===== src/rtl/frame_stream_arbiter_pkg.sv =====
// rtl/frame_stream_arbiter_pkg.sv - shared video packet types and arbiter state encoding
package frame_stream_arbiter_pkg;

  // Packet type is carried in the low nibble of the sop beat.
  localparam logic [3:0] HDR_CTRL = 4'd15;
  localparam logic [3:0] HDR_DATA = 4'd0;

  typedef enum logic [1:0] {
    ST_IDLE  = 2'd0,
    ST_CTRL  = 2'd1,
    ST_DATA  = 2'd2,
    ST_OTHER = 2'd3
  } arb_state_e;

  // Beat qualifiers that travel alongside the data word.
  typedef struct packed {
    logic       sop;
    logic       eop;
    logic [1:0] empty;
  } beat_ctl_t;

  // Map a packet header nibble to the state that owns the rest of the packet.
  function automatic arb_state_e classify_hdr(input logic [3:0] hdr);
    if (hdr == HDR_CTRL) begin
      return ST_CTRL;
    end else if (hdr == HDR_DATA) begin
      return ST_DATA;
    end
    return ST_OTHER;
  endfunction

endpackage


===== src/rtl/frame_stream_arbiter_vid_out_reg.sv =====
// rtl/frame_stream_arbiter_vid_out_reg.sv - single output register stage with ready/valid handshake
module vid_out_reg
  import frame_stream_arbiter_pkg::*;
#(
  parameter int DATA_W = 24
) (
  input  logic              clock,
  input  logic              reset_n,
  input  logic              in_valid_i,
  input  logic [DATA_W-1:0] in_data_i,
  input  beat_ctl_t         in_ctl_i,
  output logic              can_accept_o,
  input  logic              out_ready_i,
  output logic              out_valid_o,
  output logic [DATA_W-1:0] out_data_o,
  output beat_ctl_t         out_ctl_o
);

  logic              valid_q, valid_d;
  logic [DATA_W-1:0] data_q, data_d;
  beat_ctl_t         ctl_q, ctl_d;

  // A new beat may enter when the register is empty or is draining this cycle.
  assign can_accept_o = !valid_q || out_ready_i;

  // Load a new beat, otherwise drop valid once the sink has taken the held one.
  always_comb begin
    valid_d = valid_q;
    data_d  = data_q;
    ctl_d   = ctl_q;
    if (in_valid_i) begin
      valid_d = 1'b1;
      data_d  = in_data_i;
      ctl_d   = in_ctl_i;
    end else if (out_ready_i) begin
      valid_d = 1'b0;
    end
  end

  // Output register; data is held unchanged while the sink stalls.
  always_ff @(posedge clock) begin
    if (!reset_n) begin
      valid_q <= 1'b0;
      data_q  <= '0;
      ctl_q   <= '0;
    end else begin
      valid_q <= valid_d;
      data_q  <= data_d;
      ctl_q   <= ctl_d;
    end
  end

  assign out_valid_o = valid_q;
  assign out_data_o  = data_q;
  assign out_ctl_o   = ctl_q;

endmodule


===== src/rtl/frame_stream_arbiter.sv =====
// rtl/frame_stream_arbiter.sv - two-source packet arbiter merging video streams onto one output
module frame_stream_arbiter
  import frame_stream_arbiter_pkg::*;
#(
  parameter int DATA_W        = 24,
  parameter int PRIORITY_MODE = 0
) (
  input  logic              clock,
  input  logic              reset_n,
  input  logic              s0_valid,
  input  logic              s0_sop,
  input  logic              s0_eop,
  input  logic [DATA_W-1:0] s0_data,
  input  logic [1:0]        s0_empty,
  output logic              s0_ready,
  input  logic              s1_valid,
  input  logic              s1_sop,
  input  logic              s1_eop,
  input  logic [DATA_W-1:0] s1_data,
  input  logic [1:0]        s1_empty,
  output logic              s1_ready,
  output logic              dout_valid,
  output logic              dout_sop,
  output logic              dout_eop,
  output logic [DATA_W-1:0] dout_data,
  output logic [1:0]        dout_empty,
  input  logic              dout_ready,
  output logic              grant,
  output logic [7:0]        err_cnt
);

  arb_state_e        state_q, state_d;
  logic              grant_q, grant_d;
  logic              last_q, last_d;
  logic              ctrl_done_q, ctrl_done_d;
  logic [7:0]        err_q, err_d;

  logic [1:0]        src_valid, src_sop, req, orphan, ready;
  logic              win, sel, fwd, can_accept;
  logic              sel_valid, sel_sop, sel_eop;
  logic [DATA_W-1:0] sel_data;
  logic [1:0]        sel_empty;
  arb_state_e        hdr_class;
  logic [8:0]        err_sum;
  beat_ctl_t         sel_ctl, out_ctl;

  assign src_valid = {s1_valid, s0_valid};
  assign src_sop   = {s1_sop, s0_sop};
  assign req       = src_valid & src_sop;
  assign orphan    = src_valid & ~src_sop;

  // Winner among sources offering a start-of-packet while the output is free.
  always_comb begin
    win = req[1];
    if (&req) begin
      win = (PRIORITY_MODE != 0) ? 1'b0 : ~last_q;
    end
  end

  assign sel       = (state_q == ST_IDLE) ? win : grant_q;
  assign sel_valid = sel ? s1_valid : s0_valid;
  assign sel_sop   = sel ? s1_sop   : s0_sop;
  assign sel_eop   = sel ? s1_eop   : s0_eop;
  assign sel_data  = sel ? s1_data  : s0_data;
  assign sel_empty = sel ? s1_empty : s0_empty;
  assign sel_ctl   = {sel_sop, sel_eop, sel_empty};
  assign hdr_class = classify_hdr(sel_data[3:0]);
  assign err_sum   = {1'b0, err_q} + {8'd0, orphan[0]} + {8'd0, orphan[1]};

  // Handshake, packet tracking and ownership; orphans are swallowed only while idle.
  always_comb begin
    state_d     = state_q;
    grant_d     = grant_q;
    last_d      = last_q;
    ctrl_done_d = ctrl_done_q;
    err_d       = err_q;
    ready       = 2'b00;
    fwd         = 1'b0;
    if (!reset_n) begin
      ready = 2'b00;
    end else if (state_q == ST_IDLE) begin
      ready = orphan;
      err_d = err_sum[8] ? 8'hFF : err_sum[7:0];
      if ((|req) && can_accept) begin
        ready[win] = 1'b1;
        fwd        = 1'b1;
        grant_d    = win;
        if (sel_eop && (hdr_class != ST_CTRL)) begin
          last_d = win;
        end else begin
          state_d     = hdr_class;
          ctrl_done_d = sel_eop;
        end
      end
    end else begin
      ready[grant_q] = can_accept;
      fwd            = can_accept & sel_valid;
      if (fwd) begin
        if (state_q == ST_CTRL) begin
          if (!ctrl_done_q) begin
            ctrl_done_d = sel_eop;
          end else if (sel_sop) begin
            ctrl_done_d = 1'b0;
            if (sel_eop) begin
              state_d = ST_IDLE;
              last_d  = grant_q;
            end else begin
              state_d = (sel_data[3:0] == HDR_DATA) ? ST_DATA : ST_OTHER;
            end
          end
        end else if (sel_eop) begin
          state_d = ST_IDLE;
          last_d  = grant_q;
        end
      end
    end
  end

  // Arbiter state registers; last-served starts at 1 so source 0 wins the first tie.
  always_ff @(posedge clock) begin
    if (!reset_n) begin
      state_q     <= ST_IDLE;
      grant_q     <= 1'b0;
      last_q      <= 1'b1;
      ctrl_done_q <= 1'b0;
      err_q       <= 8'd0;
    end else begin
      state_q     <= state_d;
      grant_q     <= grant_d;
      last_q      <= last_d;
      ctrl_done_q <= ctrl_done_d;
      err_q       <= err_d;
    end
  end

  vid_out_reg #(.DATA_W(DATA_W)) u_out_reg (
    .clock        (clock),
    .reset_n      (reset_n),
    .in_valid_i   (fwd),
    .in_data_i    (sel_data),
    .in_ctl_i     (sel_ctl),
    .can_accept_o (can_accept),
    .out_ready_i  (dout_ready),
    .out_valid_o  (dout_valid),
    .out_data_o   (dout_data),
    .out_ctl_o    (out_ctl)
  );

  assign dout_sop   = out_ctl.sop;
  assign dout_eop   = out_ctl.eop;
  assign dout_empty = out_ctl.empty;
  assign s0_ready   = ready[0];
  assign s1_ready   = ready[1];
  assign grant      = grant_q;
  assign err_cnt    = err_q;

endmodule


===== config.mk =====
export PLATFORM = sky130hd
export DESIGN_NAME = frame_stream_arbiter
export DESIGN_NICKNAME = d
export VERILOG_FILES = /design/src/rtl/frame_stream_arbiter_pkg.sv /design/src/rtl/frame_stream_arbiter_vid_out_reg.sv /design/src/rtl/frame_stream_arbiter.sv
export SDC_FILE = /design/constraint.sdc
export NUM_CORES = 1
export LEC_CHECK = 0
export ABC_AREA = 1
export BUFFER_PORTS_ARGS = -buffer_cell sky130_fd_sc_hd__buf_4
export CAP_MARGIN = 25
export CORE_UTILIZATION = 43
export DETAILED_ROUTE_END_ITERATION = 8
export PLACE_DENSITY = 0.76
export SYNTH_ARGS = -nofsm -noshare
export SYNTH_HDL_FRONTEND = slang
export SYNTH_HIERARCHICAL = 1
export SYNTH_SLANG_ARGS = --single-unit

===== constraint.sdc =====
create_clock -name clock -period 1.9 [get_ports clock]
set_input_delay 0.095 -clock clock [delete_from_list [all_inputs] [get_ports clock]]
set_output_delay 0.095 -clock clock [all_outputs]
set_load 0.02 [all_outputs]

# Word-level counts from Yosys, hierarchy flattened
# Cells that the tools add are included.
[classes]
n_mux = 50
bitwise = 7
addsub = 2
magnitude_cmp = 4
eq_ne = 8
n_reduce_logical = 18
[ops]
columns = ["op", "count"]
rows = [
  ["two-way mux 2 bit", 16],
  ["two-way mux 1 bit", 30],
  ["two-way mux 24 bit", 1],
  ["adder 8 x 1 -> 9 bit", 1],
  ["adder 9 x 1 -> 9 bit", 1],
  ["two-way mux 8 bit", 1],
  ["bitwise AND 2 bit", 3],
  ["inequality test 2 x 1 -> 1 bit (second input constant)", 3],
  ["inequality test 3 bit (second input constant)", 2],
  ["AND reduction 6 bit", 1],
  ["nonzero test 2 bit", 3],
  ["AND reduction 5 bit", 1],
  ["equality test 4 bit (second input constant)", 1],
  ["logical AND 1 bit", 4],
  ["zero test 4 bit", 1],
  ["less-than comparator 1 x 2 -> 1 bit (second input constant)", 2],
  ["AND reduction 2 bit", 2],
  ["AND reduction 4 bit", 1],
  ["nonzero test 3 bit", 1],
  ["demux 1 bit (select 1 bit)", 2],
  ["equality test 2 x 1 -> 1 bit (second input constant)", 1],
  ["greater-or-equal comparator 1 bit (second input constant)", 2],
  ["zero test 2 bit", 1],
  ["inequality test 2 bit (second input constant)", 1],
  ["other kinds (7)", 7],
]
[word_totals]
ff_bits = 42
inputBits = 61
elab_cells = 99
output_inout_bits = 40

# Depth between registers and ports, before layout
[depth]
depth_word = 14
mapped_depth = 17

# By module
# The synthesis kept the hierarchy.
[modules_own_cells]
columns = ["module", "area_per_inst_um2", "n_inst", "cells_each"]
rows = [
  ["frame_stream_arbiter", 1320.0, 1, 237],
  ["vid_out_reg", 1029.7, 1, 127],
]

# Worst setup path after synthesis
# OpenSTA, ideal clock, no wires.
[synth_timing]
path_type = "register to register"
start = "reg state_q[1]"
end = "reg u_out_reg.data_q[12], in the netlist u_out_reg/out_data_o[12]"
slack_ns = -0.017
setup_ns = 0.116
arrival_ns = 1.801
path_stages_with_launch = 17
path_cell_list = "dfxtp_1 > nor2_8 > inv_4 > nand2_4 > nand2_4 > buf_6 > nand2_2 > nand3_2 > nand2_2 > inv_2 > nor2_1 > buf_6 > inv_4 > buf_6 > buf_8 > nor2_1 > nor2_1"
[synth_via]
elab_chain_cells = 6
elab_cells_between_ends = 7
[synth_lines]
columns = ["item", "line", "source"]
rows = [
  ["start, declared", "frame_stream_arbiter.sv:32", "arb_state_e state_q, state_d;"],
  ["start signal, assigned", "frame_stream_arbiter.sv:128", "state_q <= state_d;"],
  ["zero test 2 bit *", "frame_stream_arbiter.sv:60, frame_stream_arbiter.sv:81", ""],
  ["two-way mux 1 bit", "frame_stream_arbiter.sv:60", "assign sel = (state_q == ST_IDLE) ? win : grant_q;"],
  ["two-way mux 1 bit", "frame_stream_arbiter.sv:61", "assign sel_valid = sel ? s1_valid : s0_valid;"],
  ["bitwise AND 1 bit", "frame_stream_arbiter.sv:97", "fwd = can_accept & sel_valid;"],
  ["two-way mux 1 bit *", "frame_stream_arbiter.sv:81", "end else if (state_q == ST_IDLE) begin"],
  ["two-way mux 1 bit *", "frame_stream_arbiter.sv:79", "if (!reset_n) begin"],
  ["named net fwd", "frame_stream_arbiter.sv:39", "logic win, sel, fwd, can_accept;"],
  ["end signal, assigned", "frame_stream_arbiter_vid_out_reg.sv:48", "data_q <= data_d;"],
  ["end, declared", "frame_stream_arbiter_vid_out_reg.sv:20", "logic [DATA_W-1:0] data_q, data_d;"],
]
# Mark *: on every way through the listed nets, which the timed path passes. The rest lies on a longest branch.
# A chain may end at the register's enable or synchronous reset.

# Final worst setup path
[layout_timing]
start = "reg err_q[0], in the netlist err_cnt[0]"
end = "reg err_q[7], in the netlist err_cnt[7]"
[layout_via]
elab_chain_cells = 3
[layout_lines]
columns = ["item", "line", "source"]
rows = [
  ["start, declared", "frame_stream_arbiter.sv:36", "logic [7:0] err_q, err_d;"],
  ["start signal, assigned", "frame_stream_arbiter.sv:132", "err_q <= err_d;"],
  ["adder 8 x 1 -> 9 bit", "frame_stream_arbiter.sv:68", "assign err_sum = {1'b0, err_q} + {8'd0, orphan[0]} + {8'd0, orphan[1]};"],
  ["adder 9 x 1 -> 9 bit", "frame_stream_arbiter.sv:68", ""],
  ["two-way mux 8 bit", "frame_stream_arbiter.sv:83", "err_d = err_sum[8] ? 8'hFF : err_sum[7:0];"],
]
# Every way passes these cells.

==> metrics.txt <==
Max Root-Sink Buffers=2; post-route ant nets=0; max-cap violations=0; area leader, netlist=dfxtp_1; GP Congestion=between 0.8 and 0.9; Hold Crit Class=input port to flop; Seq cells post-synth=42; CP Data Arrival Time=1950 ps; Final nets=between 500 and 600; worst path cell trace=inv_1, fa_1, inv_1, nand4_1, nor3b_2, nand3_1, o31ai_1, inv_1; final hold slack=about 110 ps; H-tree depth=2; fillers=between 400 and 500; critical path launch point type=flop; post-synth top area share=between 30% and 40%; Post-Syn Area per Cell=6.46 sq um; number of CTS-inserted buffers=5; Starting Density=between 40 and 50%; Post-synth EDFFs=0; status=finished clean; Iter 0 DRT Violations=121; Clock transition at path regs=90 ps; Finished Layout Cells=between 500 and 600; DRC viols=0; Slew @ Worst Pin=between 300 and 400 ps; Worst setup startpoint=err_cnt[0]$_SDFFE_PN0N_; Clock Tree Root=clkbuf_8; min setup slack post-route=132 ps; max-slew violation count=0; Slew headroom=roughly 74%; vias in the first global route=about 2,400; Worst Path Required=2090 ps; setup violators final=0; Leak=between 0.0015 and 0.002 uW; pin count of the biggest net entering global routing=34; fin crit share=about 93%; Util after Layout=64.4%; Crit-path slowest cell=fa_1; Layout area overhead=41.8%; sequential standard cell area=approximately 840 sq um; detailed-route via count=approximately 2,600; IO Port Bufs=100; Cells after Synth=roughly 360; worst reg-to-reg path cell count=8; sequential cell area fraction in the yosys report=35.8%; share of cells above drive strength 1=between 30% and 40%; CTS tree=yes; Post-Syn Nets=approximately 430; routed len/inst=11.2 um; CP Capture Type=flop; Skew-Pair Late Insertion Delay=around 300 ps; initial antenna violation count=0; multi-input logic area=about 1300 sq um; ys flop type=dfxtp_1; core box area=around 5200 sq um; drt total wl=~6100 um; Crit Path Class=flop to flop; Fin. Hold Viols=0; hold path cells=5; DRT Pass-1 Iters=4; Cell Rows=26; Die Wd=roughly 76 um; maximum VDD drop=just under 0.8 mV; CTS Hold Bufs=0; Detail Placement HPWL=~4500 um; Async SR Flop Fraction=0%; PD cells=between 1000 and 1500 nW/um^2; Via density=between 4 and 5; Ant. Diodes=0; CP peak stage delay=410 ps; Global Route Usage Sum=about 22%; Worst Skew=12.6 ps; synthesized area=~2300 sq um; fin crit period=1770 ps; die area=5760 sq um; Synth cell types=34; first-pass GRT wire length=between 10,000 and 15,000 um; Synth warnings=6; Post-Layout Inst Area=approximately 3300 sq um; Hold Crit Start=s1_data[6]; RR Startpoint=err_cnt[0]$_SDFFE_PN0N_; total grt overflow=0; DP Area=roughly 3200 sq um; dominant cells by area after synthesis=dfxtp_1 36%, nand2_1 16%, nor2_1 10%; pre-CTS WS=roughly 48 ps; CTS Sinks=42; fmax=approximately 0.57 GHz; placed insts=530; Max Fanout on Critical Path=3; die height=~76 um; num ports=just over 100; most numerous cell on the critical path=inv_1
## what timing repair did
item / in CTS / in global routing
setup buffers: 0 / 2
endpoints found under the hold margin: 0 / 0
resized for setup: 0 / 7
endpoints found under the setup margin: 0 / 33
## cell families after synthesis
kind of cell	after synthesis	share of synthesized area, %
and+or+nand+nor	213	39.7
AOI/OAI and AO/OA	50	11.3
DFF	42	35.8
xor gates and xnor gates	4	1.49
adders and majority gates	2	1.38
buffers and inverters	53	10.3
## metal layers
metal | vias up | global-route usage [%] | wire length [um]
met3 | 10 | 5.78 | 328
met2 | 73 | 39.6 | 3000
met1 | 1133 | 25.0 | 2650
li1 | 1336 | - | -
met4 | 0 | 6.54 | 83
met5 | - | 0 | 0
## metrics by stage
stage          TNS [ps]  power [uW]
2_1_floorplan         0        3170
3_3_place_gp          0        3960
3_5_place_dp          0        4010
4_1_cts               0        4720
5_1_grt           -30.9        5150
6_report              0        4710
## cell usage after synthesis (2+ instances only)
cell type and instances:
nand2_1 101, nor2_1 65, dfxtp_1 42, inv_1 31, o21ai_0 30, nand3_1 15, a21oi_1 13, nand2_2 11
nor2_2 8, clkbuf_1 7, inv_2 4, buf_2 3, buf_6 3, nand3b_1 3, xor2_1 3, a211oi_1 2
inv_4 2, nand2_4 2, nand3_2 2, nand4_1 2, o21ai_1 2
## state kept, by name, indices dropped and copies added (netlist names)
register	count
u_out_reg/out_ctl_o	4
grant	1
err_cnt	8
last_q	1
state_q	2
u_out_reg/out_valid_o	1
u_out_reg/out_data_o	24
ctrl_done_q	1
## cells in the final DEF (no fill, tap or decap)
cell type / count
buf_4: 112
nand2_1: 100
nor2_1: 63
dfxtp_1: 41
inv_1: 31
o21ai_0: 30
nand3_1: 15
a21oi_1: 13
nand2_2: 12
nor2_2: 9
clkbuf_8: 5
inv_2: 4
nand3b_1: 3
xor2_1: 3
inv_4: 2
nand2_4: 2
a211oi_1: 2
nand3_2: 2
o21ai_1: 2
nand4_1: 2
clkbuf_1: 2
buf_6: 2
nor2_8: 1
o21ai_2: 1
and2_1: 1
nor2_4: 1
nor3b_2: 1
o31ai_1: 1
nor3_2: 1
xnor2_1: 1
fa_1: 1
ha_1: 1
bufinv_16: 1
dfxtp_2: 1
a21oi_2: 1
## area by class of cell
type / instances / share of cell area, %
multi-input combinational: 269 / 38.7
timing repair buffer: 114 / 25.9
sequential: 42 / 25.3
inverter: 37 / 4.32
tap: 70 / 2.63
clock buffer: 7 / 2.29
clock inverter: 1 / 0.901
## report_power, final
part,leakage (uW),internal (uW),switching (uW)
clock network,0.0000524,393,302
registers,0.000345,1110,142
logic,0.00139,1040,1720
## worst paths after layout
| path | end | slack [ps] |
|---|---|---|
| max | err_cnt[7]$_SDFFE_PN0N_ | 130 |
| min | u_out_reg/out_data_o[6]$_SDFFE_PN0P_ | 110 |
| max reg2reg | err_cnt[7]$_SDFFE_PN0N_ | 130 |
| min reg2reg | last_q$_SDFFE_PN1P_ | 490 |
## critical path, delay by kind of cell (launching register included)
| kind | cells | cell delay [ps] |
|---|---|---|
| compound gates | 1 | 200 |
| fa+ha+maj | 1 | 410 |
| buf+inv | 3 | 210 |
| flops | 1 | 350 |
| simple gates | 3 | 510 |
(Power assumes the default switching activity.)
